==> src/rtl/switch_conditioner_if.sv <==
// Pad-side bundle for the switch conditioner: raw switch/key pads in,
// clean levels, mode bit and event pulses out.
interface switch_conditioner_if #(
  parameter int WIDTH = 8
);
  logic [WIDTH-1:0] sw_raw;
  logic             key_raw_n;
  logic [WIDTH-1:0] sw_clean;
  logic             mode_pass;
  logic             sw_changed;
  logic             key_press;

  // pad/board side drives the raw inputs and consumes the clean outputs
  modport master (
    output sw_raw, key_raw_n,
    input  sw_clean, mode_pass, sw_changed, key_press
  );

  // conditioner side
  modport slave (
    input  sw_raw, key_raw_n,
    output sw_clean, mode_pass, sw_changed, key_press
  );
endinterface

==> src/rtl/switch_conditioner.sv <==
// Slide-switch and mode-button conditioner: two-flop synchronisers, per-input
// debounce counters, registered change/press pulses and the pass/invert bit.
// Optional build macro SWITCH_COND_TOGGLE_EN: mode_pass toggles on each
// accepted press; without it mode_pass follows the debounced key level.
module switch_conditioner #(
  parameter int WIDTH           = 8,
  parameter int DEBOUNCE_CYCLES = 500000,
  parameter int CNT_W           = 19
) (
  input  logic                 clk,
  input  logic                 rst_n,
  switch_conditioner_if.slave  bus
);

  // Lane WIDTH is the key (active-low, idles at 1); lanes below are switches.
  localparam logic [WIDTH:0]   RST_VEC = {1'b1, {WIDTH{1'b0}}};
  localparam logic [CNT_W-1:0] LAST    = CNT_W'(DEBOUNCE_CYCLES - 1);

  logic [WIDTH:0] raw;
  logic [WIDTH:0] sync1, sync2;
  logic [WIDTH:0] q;
  logic [WIDTH:0] acc;
  logic           sw_changed_r;
  logic           key_press_r;
  logic           mode_r;

  assign raw = {bus.key_raw_n, bus.sw_raw};

  // two-flop synchroniser on every pad before any other logic
  always_ff @(posedge clk or negedge rst_n) begin
    if (!rst_n) begin
      sync1 <= RST_VEC;
      sync2 <= RST_VEC;
    end else begin
      sync1 <= raw;
      sync2 <= sync1;
    end
  end

  for (genvar i = 0; i <= WIDTH; i++) begin : g_lane
    logic             ql;
    logic [CNT_W-1:0] cnt;

    // accept on the cycle the disagreement has been seen DEBOUNCE_CYCLES times
    assign acc[i] = (sync2[i] != ql) && (cnt == LAST);
    assign q[i]   = ql;

    // debounce: any agreement restarts the count, so it never passes LAST
    always_ff @(posedge clk or negedge rst_n) begin
      if (!rst_n) begin
        ql  <= RST_VEC[i];
        cnt <= '0;
      end else if (sync2[i] == ql) begin
        cnt <= '0;
      end else if (acc[i]) begin
        ql  <= sync2[i];
        cnt <= '0;
      end else begin
        cnt <= cnt + CNT_W'(1);
      end
    end
  end

  // event pulses registered alongside the accepted level they describe
  always_ff @(posedge clk or negedge rst_n) begin
    if (!rst_n) begin
      sw_changed_r <= 1'b0;
      key_press_r  <= 1'b0;
    end else begin
      sw_changed_r <= |acc[WIDTH-1:0];
      key_press_r  <= acc[WIDTH] & ~sync2[WIDTH];
    end
  end

`ifdef SWITCH_COND_TOGGLE_EN
  // toggle mode: flip the cycle after each accepted press
  always_ff @(posedge clk or negedge rst_n) begin
    if (!rst_n) mode_r <= 1'b1;
    else        mode_r <= mode_r ^ key_press_r;
  end
`else
  // momentary mode: track the debounced key level in the same cycle it moves
  always_ff @(posedge clk or negedge rst_n) begin
    if (!rst_n)          mode_r <= 1'b1;
    else if (acc[WIDTH]) mode_r <= sync2[WIDTH];
    else                 mode_r <= q[WIDTH];
  end
`endif

  assign bus.sw_clean   = q[WIDTH-1:0];
  assign bus.mode_pass  = mode_r;
  assign bus.sw_changed = sw_changed_r;
  assign bus.key_press  = key_press_r;

endmodule

==> src/flat_wrapper.sv <==
// flat-port wrapper written by rule: the top's interface ports become plain ports
module switch_conditioner_flat 
#(
  parameter int WIDTH           = 8,
  parameter int DEBOUNCE_CYCLES = 500000,
  parameter int CNT_W           = 19
)
  (clk, rst_n, bus_sw_raw, bus_key_raw_n, bus_sw_clean, bus_mode_pass, bus_sw_changed, bus_key_press);
  switch_conditioner_if #(.WIDTH(WIDTH)) bus_i ();
  input  logic clk;
  input  logic rst_n;
  input wire logic [$bits(bus_i.sw_raw)-1:0] bus_sw_raw;
  input wire logic [$bits(bus_i.key_raw_n)-1:0] bus_key_raw_n;
  output wire logic [$bits(bus_i.sw_clean)-1:0] bus_sw_clean;
  output wire logic [$bits(bus_i.mode_pass)-1:0] bus_mode_pass;
  output wire logic [$bits(bus_i.sw_changed)-1:0] bus_sw_changed;
  output wire logic [$bits(bus_i.key_press)-1:0] bus_key_press;
  assign bus_i.sw_raw = bus_sw_raw;
  assign bus_i.key_raw_n = bus_key_raw_n;
  assign bus_sw_clean = bus_i.sw_clean;
  assign bus_mode_pass = bus_i.mode_pass;
  assign bus_sw_changed = bus_i.sw_changed;
  assign bus_key_press = bus_i.key_press;
  switch_conditioner #(.WIDTH(WIDTH), .DEBOUNCE_CYCLES(DEBOUNCE_CYCLES), .CNT_W(CNT_W)) u_core (.clk(clk), .rst_n(rst_n), .bus(bus_i));
endmodule
==> config.mk <==
export PLATFORM = sky130hd
export DESIGN_NAME = switch_conditioner_flat
export DESIGN_NICKNAME = d
export VERILOG_FILES = /design/src/rtl/switch_conditioner_if.sv /design/src/rtl/switch_conditioner.sv /design/src/flat_wrapper.sv
export SDC_FILE = /design/constraint.sdc
export NUM_CORES = 1
export LEC_CHECK = 0
export ABC_AREA = 1
export BUFFER_PORTS_ARGS = -buffer_cell sky130_fd_sc_hd__buf_4
export CORE_UTILIZATION = 51
export DETAILED_ROUTE_END_ITERATION = 7
export GPL_TIMING_DRIVEN = 0
export PLACE_DENSITY = 0.67
export SLEW_MARGIN = 20
export SYNTH_ARGS = -nofsm -noshare
export SYNTH_HDL_FRONTEND = slang
export SYNTH_SLANG_ARGS = --single-unit
export TNS_END_PERCENT = 50
==> constraint.sdc <==
create_clock -name clk -period 2.42 [get_ports clk]
set_clock_uncertainty 0.2 [all_clocks]
set_input_delay 0.242 -clock clk [delete_from_list [all_inputs] [get_ports clk]]
set_output_delay 0.242 -clock clk [all_outputs]
set_load 0.01 [all_outputs]
==> results.json, run 1 <==
{
  "outcome": "completed",
  "cp-end-kind": "register",
  "numPortBuffers": 21,
  "ys_types": 32,
  "critPathKind": "register to register",
  "r2r_start": "u_core.g_lane[7].cnt[0]$_DFF_PN0_",
  "p_total_mw": 7.124,
  "synth_most_common_cell": "nor2_1",
  "slew_headroom": 0.6761,
  "clkLatencyLatePin_ps": 510,
  "grt_max_degree": 94,
  "cts-root-buf": "clkbuf_16",
  "critPathMaxFanout": 8,
  "synth_cells": 1325,
  "rows": 52,
  "cp_data_arrival_time_ps": 2010,
  "r2r-end": "u_core.g_lane[7].cnt[17]$_DFF_PN0_",
  "ys.flop_type": "dfrtp_1",
  "rsz0062_at_grt": "no",
  "cp-start-kind": "register",
  "startpoint": "u_core.g_lane[7].cnt[0]$_DFF_PN0_",
  "synth_top_area_share": 0.4692,
  "drive_gt1_frac": 0.1157,
  "post_cts_buffers": 0,
  "cts_htree_levels": 1,
  "die_width_um": 145.5,
  "io-pin-count": 22,
  "firstDrtPassIters": 5,
  "start_util": 0.5193,
  "nFillCells": 1782,
  "maxCapViolCount": 0,
  "areaGrowthSynthToFinish_pct": 13.52,
  "synth_commonest_cells": "nor2_1 (284), nand2_1 (260), dfrtp_1 (197), inv_1 (151), nand3_1 (119)",
  "first_global_vias": 7800,
  "slew_viol_final": 0,
  "fin_cells": 1670,
  "first_iter_violations": 388,
  "power.density_mw_per_mm2": 597.2,
  "cts_tree": "built",
  "vias": 8237,
  "crit_end": "u_core.g_lane[7].cnt[17]$_DFF_PN0_",
  "cts_buffers": 23,
  "place.gp.congestion": 0.8588,
  "ir_drop_uv": 544.7,
  "grt.total_usage": 0.1986,
  "multi_input_area_sq_mm": 0.004812,
  "synth_nets": 1345,
  "final_nets": 1403,
  "fin_area_sq_mm": 0.01193,
  "rr_worst_depth": 6,
  "cts.sinks": 201,
  "ys_seq_area_frac": 0.4792,
  "synthTopCellsByArea": "dfrtp_1 (47%), nor2_1 (10%), nand2_1 (9.3%)",
  "clkSlewWorstSetupHoldPaths_ps": 60,
  "register_area_sq_mm": 0.005035,
  "synth-edff-count": 0,
  "period_minus_slack_ps": 1819,
  "fp.dieH_um": 145.5,
  "dieArea_sq_mm": 0.02118,
  "antenna_found_initial": 0,
  "post-route-util": 0.5895,
  "post-dp-hpwl_mm": 13.76,
  "wl_per_cell_um": 11.77,
  "coreArea_sq_mm": 0.02023,
  "worst_slew_pin_slew_ps": 485.9,
  "setup_tns_ps": 0,
  "finalSetupViolCount": 0,
  "hold_viol_final": 0,
  "ys_seq_elements": 201,
  "ys_warn_count": 0,
  "async_reset_ff_frac": 1.000,
  "critical_path.cell_chain": "ha_1 -> nand3_1 -> nor2_1 -> nand3_1 -> nand2_1 -> nor2_1",
  "diodes": 0,
  "post-place-cells": 1618,
  "required_ps": 2610,
  "slowest_delay_ps": 380,
  "routed_via_density": 4.932,
  "clk_path_buf_depth": 3,
  "r2r_slack_ps": 600,
  "grt_pass1_wl_mm": 35.61,
  "drc": 0,
  "leakagePower_nw": 5.268,
  "netlist_area_sq_mm": 0.01051,
  "placed_cell_area_sq_mm": 0.01107,
  "synth_top_cell_by_area": "dfrtp_1",
  "grt_overflow": 0,
  "period_share": 0.7515,
  "cpMaxStageDelayCell": "dfrtp_1",
  "routed_wl_mm": 19.65,
  "post_synth.cell_area_avg_sq_um": 7.930,
  "fmax_mhz": 549.9,
  "hold_path_class": "input pin to async pin",
  "postRouteAntennaNets": 0
}
-- placed cells by master, fill, tap and decap left out, types with 7 or more instances in the layout --
cell and count:
a21oi_1 32, a31oi_1 10, buf_4 28, clkbuf_16 23, clkbuf_8 7, clkinv_2 8
dfrtp_1 197, dlygate4sd3_1 10, ha_1 9, inv_1 151, nand2_1 260, nand2_2 23
nand3_1 119, nand3_2 10, nand4_1 16, nor2_1 284, nor2_2 18, nor2_4 21
nor3_1 31, nor3b_1 17, o21ai_0 17, o21bai_1 8, xnor2_1 15, xor2_1 50
-- area by class of cell --
| cell class | instances | share of cell area |
|---|---|---|
| Buffer | 12 | 0.006609 |
| Clock buffer | 31 | 0.05665 |
| Clock inverter | 11 | 0.007238 |
| Inverter | 155 | 0.04878 |
| Multi-Input combinational cell | 957 | 0.4034 |
| Sequential cell | 201 | 0.4221 |
| Tap cell | 270 | 0.02832 |
| Timing Repair Buffer | 33 | 0.02685 |
-- per-stage QoR --
stage	hold WS [ps]	setup slack, ps
final	24.63	601.3
after CTS	47.69	574.7
after detailed placement	-12.80	593.2
after global routing	86.14	370.5
after global placement	133.9	-539.8
after floorplan	-253.6	898.4
-- logic make-up after synthesis --
kind of cell               share of synthesized area
AOI/OAI and AO/OA                            0.03977
buffers and inverters                        0.06287
adders and majority gates                    0.01072
DFF                                           0.4792
and+or+nand+nor                               0.3533
xor gates and xnor gates                     0.05418
-- layer usage --
| metal | global-route usage | up-vias | part of all wire |
|---|---|---|---|
| met4 | 0.05368 | 0 | 0.020 |
| met5 | 0 | - | 0 |
| li1 | - | 4321 | - |
| met2 | 0.3322 | 94 | 0.46 |
| met3 | 0.02602 | 30 | 0.030 |
| met1 | 0.2729 | 3792 | 0.49 |
-- where the power goes --
part | internal (mW) | switching [mW]
sequential | 3.41 | 0.0327
clock | 2.06 | 1.37
combinational | 0.0780 | 0.168
total | 5.55 | 1.57
-- state kept, by name, summed over array words and instances (netlist names) --
signal	cells
u_core.bus.key_press	1
u_core.bus.mode_pass	1
u_core.bus.sw_changed	1
u_core.g_lane.cnt	171
u_core.g_lane.ql	9
u_core.sync1	9
u_core.sync2	9
-- worst min path at each step --
stage	cells past startpoint	to
floorplan	0	u_core.bus.key_press$_DFF_PN0_
global placement	0	u_core.sync2[3]$_DFF_PN0_
detailed placement	1	u_core.g_lane[2].cnt[2]$_DFF_PN0_
CTS	2	u_core.g_lane[2].cnt[2]$_DFF_PN0_
global route	2	u_core.g_lane[2].cnt[2]$_DFF_PN0_
finish	2	u_core.g_lane[2].cnt[2]$_DFF_PN0_
-- critical path, delay by kind of cell (launching register included) --
family                     cells  cell delay (ps)
adders and majority gates      1              200
and+or+nand+nor                5              920
DFF                            1              380
-- timing repair --
item,4_1_cts,5_1_grt
endpoints found under the setup margin,0,0
resized for setup,0,0
hold buffers,10,0
hold endpoints to repair,117,0
Power figures use the tool's default switching activity.
==> inputs of run 2 (changes only) <==
==> constraint.sdc (replaced) <==
create_clock -name clk -period 1.7 [get_ports clk]
set_clock_uncertainty 0.2 [all_clocks]
set_input_delay 0.17 -clock clk [delete_from_list [all_inputs] [get_ports clk]]
set_output_delay 0.17 -clock clk [all_outputs]
set_load 0.01 [all_outputs]
==> run 2 against run 1 <==
Effect of this change:
- the flow now finishes with violations (setup timing)
- sequential cell count is the same
- clock power is 42% higher
- sequential power rose by 43%
==> results.json, run 2 (synthesis results as in run 1) <==
{
  "critPathMaxFanout": 5,
  "die_width_um": 145.5,
  "grt_overflow": 0,
  "io-pin-count": 22,
  "leakagePower_nw": 5.405,
  "slew_headroom": 0.6637,
  "wl_per_cell_um": 12.26,
  "critPathKind": "register to register",
  "firstDrtPassIters": 5,
  "fin_area_sq_mm": 0.01247,
  "diodes": 0,
  "whs_ps": 45.46,
  "ir_drop_uv": 783.5,
  "rsz0062_at_grt": "yes",
  "cp-start-kind": "register",
  "critical_path.cell_chain": "ha_2 -> nand2_4 -> nor2_4 -> buf_6 -> nand2_8 -> nor2_4 -> nand3_2 -> nand3_2 -> nor2_2",
  "post-dp-hpwl_mm": 13.76,
  "drc": 0,
  "cts.sinks": 201,
  "violations": "setup timing",
  "worst_slew_pin_slew_ps": 504.4,
  "required_ps": 1900,
  "worst_slack_ps": -5.610,
  "cp_data_arrival_time_ps": 1900,
  "first_global_vias": 7885,
  "dieArea_sq_mm": 0.02118,
  "largest_reg_flops": 171,
  "areaGrowthSynthToFinish_pct": 18.67,
  "fp.dieH_um": 145.5,
  "cp_top_family": "simple AND/OR/NAND/NOR gates",
  "numPortBuffers": 21,
  "period_share": 1.003,
  "first_iter_violations": 354,
  "cts-root-buf": "clkbuf_16",
  "vias": 8408,
  "regMostFlops": "u_core.g_lane.cnt",
  "p_total_mw": 10.21,
  "layout_common_cells": "nor2_1 (262), nand2_1 (249), dfrtp_1 (197)",
  "period_minus_slack_ps": 1706,
  "final_nets": 1420,
  "slowest_delay_ps": 350,
  "outcome": "finished, violations left",
  "grt_pass1_wl_mm": 35.95,
  "power.density_mw_per_mm2": 818.8,
  "routed_wl_mm": 20.68,
  "dp_worst_setup_slack_ps": -126.8,
  "final_common_cell": "nor2_1",
  "maxCapViolCount": 0,
  "rows": 52,
  "cts_buffers": 23,
  "cpMaxStageDelayCell": "dfrtp_1",
  "clk_path_buf_depth": 3,
  "placed_cell_area_sq_mm": 0.01107,
  "finalSetupViolCount": 1,
  "cp-end-kind": "register",
  "r2r_slack_ps": -6,
  "start_util": 0.5193,
  "slew_viol_final": 0,
  "clkLatencyLatePin_ps": 510,
  "hold_path_class": "input pin to async pin",
  "grt.total_usage": 0.2007,
  "setup_tns_ps": -5.610,
  "antenna_found_initial": 0,
  "fmax_mhz": 586.3,
  "startpoint": "u_core.g_lane[5].cnt[0]$_DFF_PN0_",
  "cts_htree_levels": 1,
  "postRouteAntennaNets": 0,
  "grt_max_degree": 94,
  "routed_via_density": 4.984,
  "clkSlewWorstSetupHoldPaths_ps": 60,
  "coreArea_sq_mm": 0.02023,
  "drive_gt1_frac": 0.1708,
  "hold_viol_final": 0,
  "r2r_start": "u_core.g_lane[5].cnt[0]$_DFF_PN0_",
  "place.gp.congestion": 0.8588,
  "cts_tree": "built",
  "worst-path-buf-inv": 1
}
## run 2: changes by cell type in the layout (fill, tap and decap cells not counted), moves of 3 or more
cell     previous run  this run
buf_12              0         3
buf_4              28        39
ha_1                9         0
ha_2                0         5
ha_4                0         4
inv_1             151       146
inv_4               0         3
nand2_1           260       249
nand2_4             3        13
nand3_1           119       106
nand3_2            10        16
nand3_4             2        10
nor2_1            284       262
nor2_2             18        38
## run 2: worst min-delay path: stages
cell           delay, ps
dlygate4sd3_1        580
buf_12               160
buf_12               170
## run 2: what timing repair did
item | CTS | global route
buffers inserted | 6 | 7
pin swaps | 4 | 23
endpoints found under the hold margin | 117 | 7
setup endpoints to repair | 60 | 188
cloned | 1 | 0
resized for setup | 17 | 82
hold buffers | 10 | 3
## run 2: per-layer routing
layer,up-vias,wire [um],global-route usage
met5,-,0,0
met4,0,417,0.05316
met3,33,555,0.02602
met2,102,9777,0.3370
met1,3915,9925,0.2752
li1,4358,-,-
## run 2: cell type report
type / count / area [sq um]
Fill cell: 1727 / 7765
Multi-Input combinational cell: 958 / 5185
Sequential cell: 201 / 5035
Clock buffer: 31 / 675.6
Inverter: 155 / 589.3
Timing Repair Buffer: 49 / 480.5
Tap cell: 270 / 337.8
Clock inverter: 11 / 86.33
Buffer: 12 / 80.08
## run 2: worst paths after layout
check	to	cells after the start
min in group clk	u_core.sync1[7]$_DFF_PN0_	2
min reg2reg	u_core.sync2[4]$_DFF_PN0_	0
max in group asynchronous	u_core.g_lane[5].cnt[11]$_DFF_PN0_	4
max	u_core.g_lane[5].cnt[16]$_DFF_PN0_	9
min	u_core.sync2[3]$_DFF_PN0_	3
max reg2reg	u_core.g_lane[5].cnt[16]$_DFF_PN0_	9
## run 2: metrics by stage
step                instances    util
finish                   1687  0.6163
global placement         1616  0.5438
floorplan                1325       -
detailed placement       1618  0.5469
global route             1687  0.6163
CTS                      1677  0.5947
## run 2: where the power goes
part / switching [mW] / internal (mW)
Clock: 1.95 / 2.93
Combinational: 0.261 / 0.148
Sequential: 0.0609 / 4.86
